## src/rtl/ocr_pkg.sv

```systemverilog
// Shared encodings and default widths for the overcurrent trip stage.
package ocr_pkg;

    localparam int DATA_W_DEF = 16;
    localparam int CNT_W_DEF  = 16;
    localparam int TRIP_CNT_W = 8;

    typedef enum logic [1:0] {
        ST_IDLE    = 2'b00,
        ST_TIMING  = 2'b01,
        ST_TRIPPED = 2'b10
    } ocr_state_t;

endpackage

```

## src/rtl/ocr_delay_counter.sv

```systemverilog
// Saturating definite-time delay counter with clear, enable and terminal compare.
module ocr_delay_counter
    import ocr_pkg::*;
#(
    parameter int CNT_W = CNT_W_DEF
) (
    input  logic             clk,
    input  logic             reset,
    input  logic             clear,
    input  logic             enable,
    input  logic [CNT_W-1:0] trip_delay,
    output logic             terminal
);

    logic [CNT_W-1:0] count;
    logic [CNT_W-1:0] count_inc;

    assign count_inc = (&count) ? count : count + 1'b1;
    // Compared against the post-increment value so the FSM trips on the sample that reaches the delay.
    assign terminal  = (count_inc >= trip_delay);

    always_ff @(posedge clk or posedge reset) begin
        if (reset) begin
            count <= '0;
        end else if (clear) begin
            count <= '0;
        end else if (enable) begin
            count <= count_inc;
        end
    end

endmodule

```

## src/rtl/overcurrent_trip_fsm.sv

```systemverilog
// Overcurrent protection decision FSM: definite-time and instantaneous trip, latched until reset.
module overcurrent_trip_fsm
    import ocr_pkg::*;
#(
    parameter int DATA_W  = DATA_W_DEF,
    parameter int CNT_W   = CNT_W_DEF,
    parameter int HYST    = 64,
    parameter bit INST_EN = 1'b1
) (
    input  logic                  clk,
    input  logic                  reset,
    input  logic                  sample_valid,
    input  logic [DATA_W-1:0]     current_in,
    input  logic [DATA_W-1:0]     pickup_threshold,
    input  logic [DATA_W-1:0]     inst_threshold,
    input  logic [CNT_W-1:0]      trip_delay,
    input  logic                  trip_reset,
    output logic                  pickup_flag,
    output logic                  trip_out,
    output logic [1:0]            fsm_state,
    output logic [TRIP_CNT_W-1:0] trip_count
);

    localparam logic [DATA_W:0] HYST_X = (DATA_W+1)'(HYST);

    ocr_state_t      state, state_next;
    logic [DATA_W:0] pickup_x, dropout;
    logic            inst_hit, over_pickup, below_dropout;
    logic            cnt_clr, cnt_en, cnt_term;

    assign pickup_x      = {1'b0, pickup_threshold};
    assign dropout       = (pickup_x >= HYST_X) ? pickup_x - HYST_X : '0;
    assign below_dropout = ({1'b0, current_in} < dropout);
    assign over_pickup   = (current_in >= pickup_threshold);
    assign inst_hit      = INST_EN && (current_in >= inst_threshold);

    ocr_delay_counter #(.CNT_W(CNT_W)) u_delay (
        .clk        (clk),
        .reset      (reset),
        .clear      (cnt_clr),
        .enable     (cnt_en),
        .trip_delay (trip_delay),
        .terminal   (cnt_term)
    );

    always_ff @(posedge clk or posedge reset) begin
        if (reset) begin
            state <= ST_IDLE;
        end else begin
            state <= state_next;
        end
    end

    always_comb begin
        state_next = state;
        cnt_clr    = 1'b0;
        cnt_en     = 1'b0;
        if (sample_valid) begin
            case (state)
                ST_IDLE: begin
                    if (inst_hit || (over_pickup && trip_delay == '0)) begin
                        state_next = ST_TRIPPED;
                    end else if (over_pickup) begin
                        state_next = ST_TIMING;
                        cnt_en     = 1'b1;
                    end
                end
                ST_TIMING: begin
                    if (inst_hit) begin
                        state_next = ST_TRIPPED;
                    end else if (below_dropout) begin
                        state_next = ST_IDLE;
                    end else begin
                        cnt_en = 1'b1;
                        if (cnt_term) state_next = ST_TRIPPED;
                    end
                end
                ST_TRIPPED: begin
                    // A simultaneous instantaneous fault keeps the breaker open.
                    if (trip_reset && below_dropout && !inst_hit) state_next = ST_IDLE;
                end
                default: state_next = ST_IDLE;
            endcase
            if (state_next != ST_TIMING) cnt_clr = 1'b1;
        end
    end

    always_comb begin
        pickup_flag = (state == ST_TIMING);
        trip_out    = (state == ST_TRIPPED);
        fsm_state   = state;
    end

    always_ff @(posedge clk or posedge reset) begin
        if (reset) begin
            trip_count <= '0;
        end else if (state != ST_TRIPPED && state_next == ST_TRIPPED && !(&trip_count)) begin
            trip_count <= trip_count + 1'b1;
        end
    end

endmodule

```

## config.mk

```make
export PLATFORM = sky130hd
export DESIGN_NAME = overcurrent_trip_fsm
export DESIGN_NICKNAME = d
export VERILOG_FILES = /design/src/rtl/ocr_pkg.sv /design/src/rtl/ocr_delay_counter.sv /design/src/rtl/overcurrent_trip_fsm.sv
export SDC_FILE = /design/constraint.sdc
export NUM_CORES = 1
export LEC_CHECK = 0
export CORE_MARGIN = 2
export CORE_UTILIZATION = 52
export DETAILED_ROUTE_END_ITERATION = 10
export GPL_TIMING_DRIVEN = 0
export PLACE_DENSITY = 0.84
export SLEW_MARGIN = 0
export SYNTH_ARGS = -nofsm -noshare
export SYNTH_HDL_FRONTEND = slang
export SYNTH_SLANG_ARGS = --single-unit
```

## constraint.sdc

```tcl
create_clock -name clk -period 4.5 [get_ports clk]
set_clock_uncertainty 0.1 [all_clocks]
set_input_delay 0.675 -clock clk [delete_from_list [all_inputs] [get_ports clk]]
set_output_delay 0.675 -clock clk [all_outputs]
set_load 0.02 [all_outputs]
```

-- After elaboration in Yosys (flattened, before gate mapping)
Index checks and enable logic that the tools add are counted.
- register bits: 26
- latch bits: 0
- memory bits (writable): 0
- bits in read-only memories: 0
- input bits: 68
- output and inout port bits: 12
- word-level logic and storage cells: 50
- memories kept: 0
- $add $sub $neg: 3
- multipliers: 0
- divide/modulo/power cells: 0
- magnitude comparators: 5
- equal/unequal tests: 5
- shifts and indexed selects: 0
- mux-type cells: 21
- bitwise logic cells: 0
- reductions and logical operators: 13
- operators by type and width (cell ; number):
    greater-or-equal comparator 16 bit ; 3
    two-way mux 16 bit ; 3
    less-than comparator 16 x 17 -> 1 bit ; 1
    two-way mux 17 bit ; 1
    subtractor 16 x 7 -> 17 bit (second input constant) ; 1
    adder 16 x 1 -> 16 bit (second input constant) ; 1
    greater-or-equal comparator 16 x 7 -> 1 bit (second input constant) ; 1
    logical NOT 16 bit ; 1
    two-way mux 2 bit ; 8
    AND reduction 16 bit ; 1
    adder 8 x 1 -> 8 bit (second input constant) ; 1
    AND reduction 8 bit ; 1
    two-way mux 1 bit ; 7
    one-hot mux 2 bit (3 select lines) ; 1
    logical AND 1 bit ; 5
    equality test 2 bit (second input constant) ; 2
    equality test 2 x 1 -> 1 bit (second input constant) ; 1
    logical NOT 1 bit ; 2
    logical NOT 2 bit ; 1
    != test 2 x 1 -> 1 bit (second input constant) ; 1
    != test 2 bit (second input constant) ; 1
    one-hot mux 1 bit (2 select lines) ; 1
    nonzero test 2 bit ; 1
    logical OR 1 bit ; 1

-- Logic depth before layout (Yosys ltp)
Gate-level depths: netlist of the first run.
- depth after elaboration: 12
- gate-level depth with buffers: 21
- depth with buffers taken out: 18

-- By module
From an unflattened synthesis of the first run, not the netlist that was laid out.
- cells, all modules: 439
- area, all modules: 3598.5 um2
- modules (own cells, without submodules) (module ; times used ; cells each ; area an instance (um2)):
    overcurrent_trip_fsm ; 1 ; 254 ; 2044.5
    ocr_delay_counter ; 1 ; 185 ; 1554.0

-- Worst setup path before layout of the first run
OpenSTA, ideal clock, no wires.
- kind: input -> register
- from: input port pickup_threshold[4]
- to: register trip_count[1]
- setup time: 128 ps
- data arrival time: 3843 ps
- required time: 4272 ps
- path slack: 429 ps
- cell stages on the path: 14
- path buffers: 1
- cells stage by stage: nor4_1 -> a31oi_4 -> nand2_1 -> clkbuf_1 -> nand2_1 -> ha_1 -> nand4_1 -> nor3_1 -> nand3_1 -> a311o_1 -> a21oi_4 -> nand4b_4 -> a32oi_4 -> mux2_1
- cells in the longest elaborated chain, start to end: 12
- ends and longest elaborated chain (what ; line ; source):
    start: declaration ; overcurrent_trip_fsm.sv:14 ; input logic [DATA_W-1:0] pickup_threshold,
    subtractor 16 x 7 -> 17 bit / greater-or-equal comparator 16 x 7 -> 1 bit (equally long branches) ; overcurrent_trip_fsm.sv:32 ; assign dropout = (pickup_x >= HYST_X) ? pickup_x - HYST_X : '0;
    two-way mux 17 bit ; overcurrent_trip_fsm.sv:32 ;
    less-than comparator 16 x 17 -> 1 bit ; overcurrent_trip_fsm.sv:33 ; assign below_dropout = ({1'b0, current_in} < dropout);
    logical AND 1 bit (2 in a row) ; overcurrent_trip_fsm.sv:80 ; if (trip_reset && below_dropout && !inst_hit) state_next = ST_IDLE;
    two-way mux 2 bit ; overcurrent_trip_fsm.sv:80 ;
    one-hot mux 2 bit (3 select lines) (*) ; overcurrent_trip_fsm.sv:59 ; case (state)
    two-way mux 2 bit (*) (2 in a row) ; overcurrent_trip_fsm.sv:58 ; if (sample_valid) begin
    equality test 2 bit (*) ; overcurrent_trip_fsm.sv:97 ; end else if (state != ST_TRIPPED && state_next == ST_TRIPPED && !(&trip_count)) begin
    logical AND 1 bit (*) (2 in a row) ; overcurrent_trip_fsm.sv:97 ;
    end signal: assignment ; overcurrent_trip_fsm.sv:98 ; trip_count <= trip_count + 1'b1;
    end: declaration ; overcurrent_trip_fsm.sv:21 ; output logic [TRIP_CNT_W-1:0] trip_count
Mark *: on every way between the ends. The rest lies on a longest branch, timed or not. The select of a mux whose other input is x is not followed.
A chain may end at the register's enable or synchronous reset.

-- Final worst setup path of the first run
- from: input port pickup_threshold[13]
- to: register trip_count[3]
The elaborated chain is that of the path after synthesis.

==> flow_results.org, run 1 <==
** Run status
- Result of the run :: finished, final reports clean

** Final layout
- Counting the fill cells in the layout gives around 490.
- Number of nets in the layout :: 650
- The library cell used most frequently in the layout, excluding fill and tap cells, is clkdlybuf4s50_1.
- The top cell types in the final layout, fill and taps aside, are clkdlybuf4s50_1 (76), ha_1 (67), inv_1 (57).
- Antenna Diode Count :: 0
- Final Cell Area :: between 0.004 and 0.005 mm2
- Final std cells w/o fill :: just under 600
- Post-route core utilization :: between 70% and 80%
- Share of layout cells above drive strength 1 :: between 7 and 8%
- The area growth from synthesis to layout is 31.86%.

** Critical path
- At the worst endpoint, the required time is roughly 4.6 ns.
- Critical Path AT :: around 4.4 ns
- The worst setup path is launched from an input pin.
- The critical path in this run is classified as in2reg.
- Reg-to-reg startpoint :: u_delay.count[3]
- Crit path max fanout :: 10
- Startpoint of the most critical setup path :: pickup_threshold[13]
- Endpoint type of the worst setup path :: register
- Worst reg2reg path endpoint :: trip_count[3]
- In this run the register-to-register setup slack is about 0.26 ns.
- The worst register-to-register path has a depth of 18.

** Floorplanning
- Die Outline Area :: ~0.0072 mm2
- Row Count :: 29
- In this run the horizontal extent of the chip is 85.06 um.
- The region available for standard cell placement spans around 0.0063 mm2.
- Once the floorplan was initialized, standard cells occupied 53.81% of the core.
- The floorplan step set the die height to between 80 and 90 um.
- Num ports :: 80

** Clocking
- Clock latency on the worst-skew pair :: roughly 0.28 ns
- The tree built by TritonCTS fans out to 26 sinks.
- In this run the number of H-tree levels came out at 1.
- Clock slew at reported path FFs :: 0.10 ns
- The tree is rooted in a clkbuf_8.
- TritonCTS built the clock tree.
- In this run, CTS created clock tree buffers numbering 3.
- Buffer depth of the longest clock path :: 2

** Hold path
- Source of the worst hold timing path :: trip_count[4]
- Path category of the worst min-delay check :: reg2reg
- The path with the worst hold slack has its endpoint at trip_count[4].
- Worst Hold Depth :: 1

** Placed design
- Buffers placed on the I/O ports in this run total 79.
- Placement Cell Area :: ~0.0043 mm2
- Half-perimeter wire length after placement :: 7424 um
- In this run, placement finished with an instance count of 582.
- Final weighted congestion in routability-driven placement :: 0.8987

** Power
- Power spent charging and discharging nets :: 0.3471 mW
- Fraction of power consumed by combinational cells :: between 40% and 50%
- Net switching is 36.75% of the power.
- The internal portion of the total power is between 0.5 and 0.6 mW.
- The worst-case IR drop observed on VDD is between 0.0004 and 0.0005 V.
- Part of the power in the clock network :: 21.3%
- Seq pwr share :: 32.0%
- In this run the static leakage power is approximately 2.1 nW.
- Cell Pwr Density :: around 210 mW/mm2

** Logic synthesis
- Mean area per synthesized cell :: 8.021 um2
- Cell count after synthesis :: between 400 and 500
- Top cell type by total area after synthesis :: ha_1
- Syn Std Cell Area :: ~0.0034 mm2
- Most common flop cell mapped by yosys :: dfrtp_1
- Total nets after synthesis :: ~560
- Biggest area contributors in the synthesized netlist :: ha_1 (25%), dfrtp_1 (19%), inv_1 (6.3%), xnor2_1 (4.4%), nand2_1 (3.4%)
- After synthesis, the largest area contributor takes up 24.53% of total cell area.
- Count of state elements after synthesis :: 26
- Number of library cell types mapped by synthesis :: between 50 and 60
- For this run, asynchronously set or reset flops after synthesis account for 100.0%.
- The Yosys step of the flow raised 0 warnings.
- Number of flops mapped to enable cells by yosys :: 0
- Of the synthesized area, sequential elements account for a little under a fifth.

** Detailed routing
- Post-DR vias/cell :: 5.956
- Detailed router's first-iteration violation count :: between 150 and 200
- Average detailed-routed wire length per instance :: about 16 um
- Residual DRC :: 0
- Number of iterations in the first detailed-routing pass :: 7
- Once detail routing completed, the nets flagged for antenna violations numbered 0.
- Total wirelength of the detailed-routed design :: roughly 9000 um
- Vias after detailed routing :: approximately 3,500

** STA
- Setup violations remaining at the end of the flow were counted as 0.
- Static timing analysis puts the maximum clock frequency at 0.2320 GHz.
- The total count of hold-check failures in the final report was 0.
- The tightest hold path in the finished design has a slack of 0.4052 ns.
- Transition at the pin with the smallest max-transition slack :: 1.103 ns
- Max Transition Viols Final :: 0
- Final-layout setup total negative slack :: 0 ns
- Crit share post-route :: 95.79%
- Clock period minus final worst setup slack :: approximately 4.3 ns
- Measured against its own limit, the worst slew margin works out to around a quarter.

** Global route
- Entering global routing, the biggest net connects 27 pins.
- Wire length of the first global-routing pass :: between 15,000 and 20,000 um
- Number of global-route vias before repair :: roughly 3,400
- All-Layer GR Usage :: ~26%
- Overflow after GRT :: 0
- The number of antenna violations at the first check in global routing is 0.

** Flow run
- Max-cap violations in this run came to 0.
kinds of logic after synthesis:
group / Yosys count / synth area share [%]
AO/OA/AOI/OAI: 98 / 20.18
XOR/XNOR: 20 / 5.126
adder cells (fa/ha/maj): 67 / 24.53
buffers and inverters: 66 / 7.470
flip-flops: 26 / 19.04
multiplexers: 3 / 0.9520
AND/OR/NAND/NOR: 146 / 22.70
power groups by stage:
stage | Clock (mW) | Sequential, mW | Combinational, mW
final | 0.201 | 0.302 | 0.442
after global placement | 0 | 0.303 | 0.411
after floorplan | 0 | 0.330 | 0.206
after CTS | 0.202 | 0.301 | 0.436
after detailed placement | 0 | 0.304 | 0.428
after global routing | 0.211 | 0.307 | 0.484
state kept, by name, summed over array words and instances (netlist names):
name / count
trip_count: 8
u_delay.count: 16
fsm_state: 2
worst max path at each step:
stage          slack (ns)  cells past startpoint             to
3_3_place_gp        -0.68                     15  trip_count[1]
4_1_cts              0.01                     16  trip_count[3]
6_report             0.19                     16  trip_count[3]
5_1_grt             -0.02                     18  trip_count[3]
3_5_place_dp        -0.70                     16  trip_count[3]
2_1_floorplan        0.43                     14  trip_count[1]
timing repair:
action	4_1_cts	5_1_grt
endpoints found under the hold margin	0	0
pin swaps	6	10
hold buffers	0	0
resized for setup	8	15
setup buffers	4	4
setup endpoints to repair	25	25
cells in the mapped netlist (all sizes together) (6+ instances only):
library cell	count
ha	67
inv	57
nand2	32
nor2	27
dfrtp	26
o21ai	25
a21oi	23
nand3	19
xnor2	17
nand4	16
nor3	14
a31oi	11
nor4	9
clkbuf	7
a211oi	6
nand2b	6
critical path, stage by stage:
cell             delay [ns]
clkdlybuf4s50_1        0.43
or4_4                  0.59
nor3_4                 0.21
nand2_2                0.09
buf_4                  0.19
nand2_1                0.08
ha_1                   0.24
a211oi_1               0.24
nor2_1                 0.08
a211oi_2               0.16
a311o_1                0.25
a21oi_4                0.10
a311o_1                0.37
a32oi_4                0.31
nand4_1                0.19
xnor2_1                0.17
metal layers:
metal  global-route usage, %  up-vias  share of wire [%]  routed length (um)
li1                        -     1734                  -                   -
met4                   5.051        0                1.9                 171
met2                   43.75      123                 48                4405
met1                   35.34     1645                 45                4175
met3                   2.724       18                5.0                 458
met5                       0        -                  0                   0
layout make-up:
| class | instances | area (um2) | share of cell area (%) |
|---|---|---|---|
| Buffer | 6 | 33.78 | 0.7498 |
| Clock buffer | 3 | 41.29 | 0.9164 |
| Clock inverter | 1 | 30.03 | 0.6665 |
| Inverter | 57 | 214.0 | 4.749 |
| Multi-Input combinational cell | 334 | 2582 | 57.32 |
| Sequential cell | 26 | 653.1 | 14.50 |
| Tap cell | 77 | 96.34 | 2.138 |
| Timing Repair Buffer | 87 | 854.6 | 18.97 |
stage by stage:
step                setup WS [ns]  total power, mW
floorplan                  0.4294           0.5362
global placement          -0.6768           0.7148
detailed placement        -0.7024           0.7324
CTS                       0.01063           0.9394
global route             -0.02256            1.003
finish                     0.1895           0.9446
Note: power is estimated with default switching activity, not from simulation.
==> run 2, diff against run 1 <==
--- a/config.mk
+++ b/config.mk
@@ -10,6 +10,7 @@
 export DETAILED_ROUTE_END_ITERATION = 10
 export GPL_TIMING_DRIVEN = 0
 export PLACE_DENSITY = 0.84
+export SETUP_SLACK_MARGIN = 0.3
 export SLEW_MARGIN = 0
 export SYNTH_ARGS = -nofsm -noshare
 export SYNTH_HDL_FRONTEND = slang
==> run 2 against run 1 <==
Against the previous run: cell area increased by 7.5%; sequential power barely moved; setup slack better by 0.032 ns; clock power increased by 2%; largest cell class unchanged.
==> flow_results.org, run 2 (synthesis gave the netlist of run 1 again) <==
** Critical path
- The most critical setup path has its endpoint at trip_count[7].
- Category of the critical setup timing path :: in2reg
- The cell that appears most often on the critical path is nand4_1.
- Walking the worst path, the cells encountered are clkdlybuf4s50_1 > nor4_4 > a31oi_4 > nand2_2 > buf_8 > nand2_1 > ha_1 > nand4_1 > nor3_2 > nand3_1 > a311o_1 > a21oi_4 > nand4b_4 > a32oi_4 > buf_6 > nand4_1 > xnor2_1.
- The highest fanout seen on the critical path was 8 (-2).
- The largest stage delay on the critical path was 0.49 ns (-0.10 ns).
- The number of cells on the worst reg-to-reg path came to 20 (+2).
- The worst setup path is captured at a register.
- The flop-to-flop setup slack was 0.25 ns (about the same).
- For this design, the slowest cell found on the critical path is clkdlybuf4s50_1.
- STA classifies the critical path startpoint as an input pin.
- Tracing the worst setup path back leads to its startpoint at pickup_threshold[4].
- In this run the critical register-to-register path is captured at trip_count[7].
- Required time reported for the critical path endpoint :: 4.58 ns (about the same)
- Critical Path AT :: 4.36 ns (-0.02 ns)
- Reg-to-reg startpoint :: u_delay.count[4]

** STA
- The total count of hold-check failures in the final report was 0 (unchanged).
- The portion of the clock cycle consumed by the worst path in the final layout was 95.07% (-0.72 points).
- Setup ws final :: 0.2219 ns (+0.03242 ns)
- Transition at the pin with the smallest max-transition slack :: 1.059 ns (-0.04388 ns)
- RSZ-0062 raised after global routing :: true
- The maximum clock frequency was 0.2338 GHz (+0.76%).
- The total negative setup slack was 0 ns (unchanged).
- Clock period minus final worst setup slack :: 4.278 ns (-0.03242 ns)
- The worst slack on hold paths came to 0.4037 ns (-0.001548 ns).
- The final setup violation count was 0 (unchanged).
- The headroom to the max-slew limit is 29.30% (+3.5 points).
- The final count of pins violating max slew is 0 (unchanged).

** Detailed routing
- The met1 wire length was 4620 um (+11%).
- Post-DR vias/cell :: 6.401 (+7.5%)
- The final wirelength was 11,560 um (+25%).
- The number of vias after detailed routing was 3,898 (+11%).
- The routed wire length on met2 came to 5541 um (+26%).
- The highest metal layer carrying signal wires in the routed design is met4.
- Average detailed-routed wire length per instance :: 18.98 um (+22%)
- The met3 wire length is 848 um (+85%).
- The number of DRC violations after detailed routing was 0 (unchanged).
- Number of iterations in the first detailed-routing pass :: 5 (-2)
- The post-detailed-route count of antenna-violating nets came to 0 (unchanged).
- The violation count after the first detailed-route iteration is 431 (+150%).

** Final layout
- The final core area utilization came to 76.26% (+5.3 points).
- In the layout the commonest cells are clkdlybuf4s50_1 (68), ha_1 (63), inv_1 (57).
- Number of nets in the layout :: 668 (+2.8%)
- The count of fill cells added during filler insertion is 423 (-14%).
- Counting flops per register, the top entry is u_delay.count.
- Compared with the post-synthesis result, the final layout area differs by 41.71%.
- Share of layout cells above drive strength 1 :: 15.04% (+7.3 points)
- The flip-flop count of the largest register after layout was 16 (unchanged).
- Antenna Diode Count :: 0 (unchanged)
- Leading cell type in the layout, fill and taps excluded :: clkdlybuf4s50_1

** Global route
- The remaining global-route overflow came to 0 (unchanged).
- Antenna violations before repair :: 0 (unchanged)
- All-Layer GR Usage :: 28.39% (+2.8 points)
- Number of global-route vias before repair :: 3,730 (+10%)
- Pin count of the biggest net entering global routing :: 27 (unchanged)
- The wire length of the first global-routing pass is 16,980 um (+9.9%).

** Clocking
- Clock slew at reported path FFs :: 0.10 ns (about the same)
- Htree depth :: 1 (unchanged)
- The CTS buffer count is 3 (unchanged).
- Number of clock sinks :: 26 (unchanged)
- The clock latency on the worst-skew pair was 0.29 ns (about the same).
- TritonCTS clock tree :: yes
- The buffer levels on the longest clock path came to 2 (unchanged).
- Hold_buf cts :: 0 (unchanged)
- CTS placed an instance of clkbuf_8 at the clock tree root.

** Floorplanning
- The number of standard-cell rows in the floorplan was 29 (unchanged).
- Die Outline Area :: 0.007235 mm2 (unchanged)
- Core Region :: 0.006350 mm2 (unchanged)
- Num ports :: 80 (unchanged)
- Starting density of the core :: 53.81% (unchanged)
- Width of the die :: 85.06 um (unchanged)
- The die span in y was 85.06 um (unchanged).

** Placed design
- Final weighted congestion in routability-driven placement :: 0.8987 (unchanged)
- The number of port buffers was 79 (unchanged).
- Worst setup timing slack at the placement stage :: -0.7024 ns (unchanged)
- Half-perimeter wire length after placement :: 7424 um (unchanged)

** Hold path
- Source of the worst hold timing path :: trip_count[4]
- Path category of the worst min-delay check :: reg2reg

** Run status
- Result of the run :: finished, final reports clean

** Power
- Power Total :: 1.005 mW (+6.4%)
- Cell leakage power :: 2.292 nW (+9.8%)
- The worst-case vdd ir drop came to 0.0004315 V (+3.1%).
- Cell Pwr Density :: 207.6 mW/mm2 (-0.98%)

** Flow run
- The number of maximum-capacitance violations is 0 (unchanged).
## run 2: changes by cell type in the layout (fill, tap and decap cells not counted), moves of 4 or more
cell	change
nand2_1	-5
buf_4	+9
clkdlybuf4s50_1	-8
dlygate4sd2_1	+4
ha_4	+4
buf_6	+7
dlymetal6s2s_1	+4
ha_1	-4
## run 2: metrics by stage
step / instance area [um2] / cells
3_3_place_gp: 4304 / 582
2_1_floorplan: 3417 / 426
4_1_cts: 4597 / 600
3_5_place_dp: 4304 / 582
5_1_grt: 4842 / 609
6_report: 4842 / 609
## run 2: area by class of cell
class                           count  area [um2]  area share, %
Timing Repair Buffer              102       991.0          20.47
Tap cell                           77       96.34          1.990
Sequential cell                    26       653.1          13.49
Clock inverter                      1       30.03         0.6202
Multi-Input combinational cell    334        2745          56.69
Clock buffer                        3       41.29         0.8527
Buffer                              9       71.32          1.473
Inverter                           57       214.0          4.419
## run 2: timing repair
item / CTS / global route
buffers inserted: 14 / 9
pin swaps: 20 / 26
resized for setup: 35 / 42
setup endpoints to repair: 26 / 26
cloned: 0 / 0
## run 2: critical path, delay by kind of cell
kind	cells	cell delay, ns
adders and majority gates	1	0.28
and+or+nand+nor	8	1.29
AOI/OAI and AO/OA	4	1.16
xor gates and xnor gates	1	0.15
buffers and inverters	3	0.80
## run 2: report_power, final
part | total (mW) | switching [mW] | internal, mW
registers | 0.304 | 0.0424 | 0.261
clock network | 0.206 | 0.0862 | 0.119
logic | 0.496 | 0.254 | 0.241
## run 2: worst min path at each step
stage,to,slack (ns),cells after the start
after floorplan,u_delay.count[2],0.38,1
final,trip_count[4],0.40,1
after detailed placement,trip_count[4],0.38,1
after CTS,trip_count[4],0.40,1
after global placement,trip_count[4],0.39,1
after global routing,trip_count[6],0.44,1
## run 2: layer usage
layer / up-vias / global-route usage [%]
met5: - / 0
met4: 0 / 11.26
met3: 63 / 3.696
met2: 239 / 49.01
met1: 1824 / 35.84
li1: 1772 / -
==> run 3, diff against run 2 <==
--- a/config.mk
+++ b/config.mk
@@ -5,6 +5,7 @@
 export SDC_FILE = /design/constraint.sdc
 export NUM_CORES = 1
 export LEC_CHECK = 0
+export CAP_MARGIN = 15
 export CORE_MARGIN = 2
 export CORE_UTILIZATION = 52
 export DETAILED_ROUTE_END_ITERATION = 10
==> run 3 against run 2 <==
Against the previous run: cell count increased by 0.33%; critical path type unchanged; clock power about the same; clock-buffer cell count unchanged; wire length down 2.2%.
==> flow_results.org, run 3 (synthesis gave the netlist of run 1 again) <==
** Run status
- The flow ran to the end, and the final reports show no timing, DRC or antenna violations.

** Final layout
- The flip-flop count of the largest register after layout was 16 (unchanged).
- The multi-input gate area in the final layout came to 0.002744 mm2 (about the same).
- Sequential cell area :: 653.1 um2 (unchanged)
- Most flop-heavy register :: u_delay.count
- The net count reported at finish was 670 (+0.30%).
- In the layout the commonest cells are clkdlybuf4s50_1 (68), ha_1 (63), inv_1 (57).
- The number of antenna repair diodes came to 0 (unchanged).
- Share of layout cells above drive strength 1 :: 15.36% (+0.32 points)
- Leading cell type in the layout, fill and taps excluded :: clkdlybuf4s50_1
- Final Cell Area :: 0.004863 mm2 (+0.44%)
- The count of fill cells added during filler insertion is 426 (+0.71%).
- Post-synthesis to final-layout area growth :: 42.33%

** Detailed routing
- The number of vias after detailed routing is 3,845 (-1.4%).
- Post-DR vias/cell :: 6.293 (-1.7%)
- The routed length per instance is 18.50 um (-2.5%).
- The final wirelength came to 11,300 um (-2.2%).
- Final antenna-violating net count :: 0 (unchanged)
- Number of iterations in the first detailed-routing pass :: 5 (unchanged)
- The number of DRC violations after detailed routing is 0 (unchanged).
- The violation count after the first detailed-route iteration came to 245 (-43%).

** Clocking
- Number of buffers added by the clock tree synthesis step :: 3 (unchanged)
- The clock latency on the worst-skew pair was 0.29 ns (about the same).
- The clock slew at the register clock pins of the worst setup and hold paths came to 0.10 ns (about the same).
- The number of levels the H-tree was split into came to 1 (unchanged).
- The hold buffer count at cts was 0 (unchanged).
- TritonCTS clock tree :: yes
- Root buf cell :: clkbuf_8
- The clock sink count was 26 (unchanged).
- Buffer depth of the longest clock path :: 2 (unchanged)

** Flow run
- Max-Cap Viols :: 0 (unchanged)

** Floorplanning
- The count of boundary I/O pins is 80 (unchanged).
- The horizontal die dimension came to 85.06 um (unchanged).
- The area of the die was 0.007235 mm2 (unchanged).
- The placeable core area came to 0.006350 mm2 (unchanged).
- Starting density of the core :: 53.81% (unchanged)
- Die Y-Extent :: 85.06 um (unchanged)
- Row Count :: 29 (unchanged)

** STA
- The headroom to the max-slew limit came to 52.36% (+23 points).
- Max Transition Viols Final :: 0 (unchanged)
- Transition at the pin with the smallest max-transition slack :: 0.6966 ns (-0.3628 ns)
- The total negative setup slack was 0 ns (unchanged).
- Setup repair after global routing could not meet its margin everywhere.
- The portion of the clock cycle consumed by the worst path in the final layout came to 95.28% (+0.21 points).
- Total count of hold-check failures in the final report :: 0 (unchanged)
- Fmax :: 0.2332 GHz (-0.22%)
- The final setup violation count is 0 (unchanged).
- The shortest clock period the worst path allows after layout came to 4.288 ns (+0.009531 ns).

** Power
- Part of the power in the clock network :: 20.3% (-0.2 points)
- The power density relative to cell area was 205.6 mW/mm2 (-0.98%).
- The cell-internal power came to 0.6234 mW (+0.18%).
- Power spent charging and discharging nets :: 0.3763 mW (-1.7%)
- Fraction of power consumed by combinational cells :: 49.3% (about the same)
- The worst-case vdd ir drop came to 0.0004285 V (-0.70%).
- The total power of the final layout came to 0.9997 mW (-0.54%).
- The share of total power in sequential cells came to 30.3% (about the same).
- Cell leakage power :: 2.303 nW (+0.48%)
- The switching share of power is 37.64% (-0.45 points).

** Critical path
- STA classifies the critical path endpoint as a register.
- Among all stages on the critical path, the largest delay is contributed by clkdlybuf4s50_1.
- The highest fanout seen on the critical path was 8 (unchanged).
- The critical path is of the in2reg type.
- STA classifies the critical path startpoint as an input pin.
- Critical Path AT :: 4.37 ns (about the same)
- The number of cells on the worst reg-to-reg path was 21 (+5.0%).
- Among the stages of the critical path, the cell type that occurs most often is nand4_1.
- Required time reported for the critical path endpoint :: 4.58 ns (about the same)
- The signal on the critical path passes through clkdlybuf4s50_1 > nor4_4 > a31oi_4 > nand2_2 > buf_8 > nand2_1 > ha_1 > nand4_1 > nor3_2 > nand3_1 > a311o_1 > a21oi_4 > nand4b_4 > a32oi_4 > buf_6 > nand4_1 > xnor2_1.
- The largest stage delay on the critical path came to 0.49 ns (about the same).

** Placed design
- The half-perimeter wire length of the detailed placement result came to 7424 um (unchanged).
- The routability congestion estimate from global placement was 0.8987 (unchanged).
- The number of port buffers came to 79 (unchanged).
- The area of placed instances was 0.004304 mm2 (unchanged).

** Global route
- The number of antenna violations at the first check in global routing came to 0 (unchanged).
- The global-route usage over all layers was 28.39% (unchanged).
- The remaining global-route overflow came to 0 (unchanged).
- The number of global-route vias before repair is 3,730 (unchanged).
- The wire length of the first global-routing pass is 16,980 um (unchanged).
- The pin count of the biggest net entering global routing came to 27 (unchanged).

** Hold path
- In this run the worst hold path is classified as reg2reg.
- The depth of the worst hold-timing path is 1 (unchanged).
## run 3: power groups by stage
stage	combinational (mW)	clock [mW]	sequential, mW
3_3_place_gp	0.411	0	0.303
6_report	0.493	0.203	0.303
4_1_cts	0.441	0.202	0.301
2_1_floorplan	0.206	0	0.330
5_1_grt	0.530	0.211	0.308
3_5_place_dp	0.428	0	0.304
## run 3: stage by stage
step           util, %  hold slack, ns  std cells  worst slack, ns
5_1_grt          76.59          0.4420        611          0.07023
3_5_place_dp     67.78          0.3831        582          -0.7024
6_report         76.59          0.4029        611           0.2124
2_1_floorplan        -          0.3835        426           0.4294
3_3_place_gp     67.78          0.3893        582          -0.6768
4_1_cts          72.39          0.4032        600           0.3027
## run 3: layout make-up
cell class	instances	area share (%)
buffer	9	1.466
clock inverter	1	0.6174
clock buffer	3	0.8490
inverter	57	4.399
timing repair buffer	104	20.84
multi-input combinational	334	56.42
tap	77	1.981
sequential	26	13.43
## run 3: worst max-delay path: cells and delay by family
family / cells / cell delay [ns]
AO/OA/AOI/OAI: 4 / 1.15
AND/OR/NAND/NOR: 8 / 1.29
adder cells (fa/ha/maj): 1 / 0.28
XOR/XNOR: 1 / 0.15
buffers and inverters: 3 / 0.80
## run 3: metal layers
layer	track usage [%]	wire, um
met4	11.26	518
met3	3.696	697
met1	35.84	4573
met5	0	0
met2	49.01	5514
## run 3: final timing paths
path                                     end                start  slack (ns)
max                            trip_count[7]  pickup_threshold[4]        0.21
min                            trip_count[4]        trip_count[4]        0.40
max reg2reg                    trip_count[7]     u_delay.count[4]        0.24
min reg2reg                    trip_count[4]        trip_count[4]        0.40
max in group asynchronous   u_delay.count[6]                reset        3.17
min in group asynchronous  u_delay.count[14]                reset        0.62
## run 3: repair_timing
item	CTS	global route
pin swaps	20	26
buffers inserted	14	9
resized for setup	35	41
setup endpoints to repair	26	26
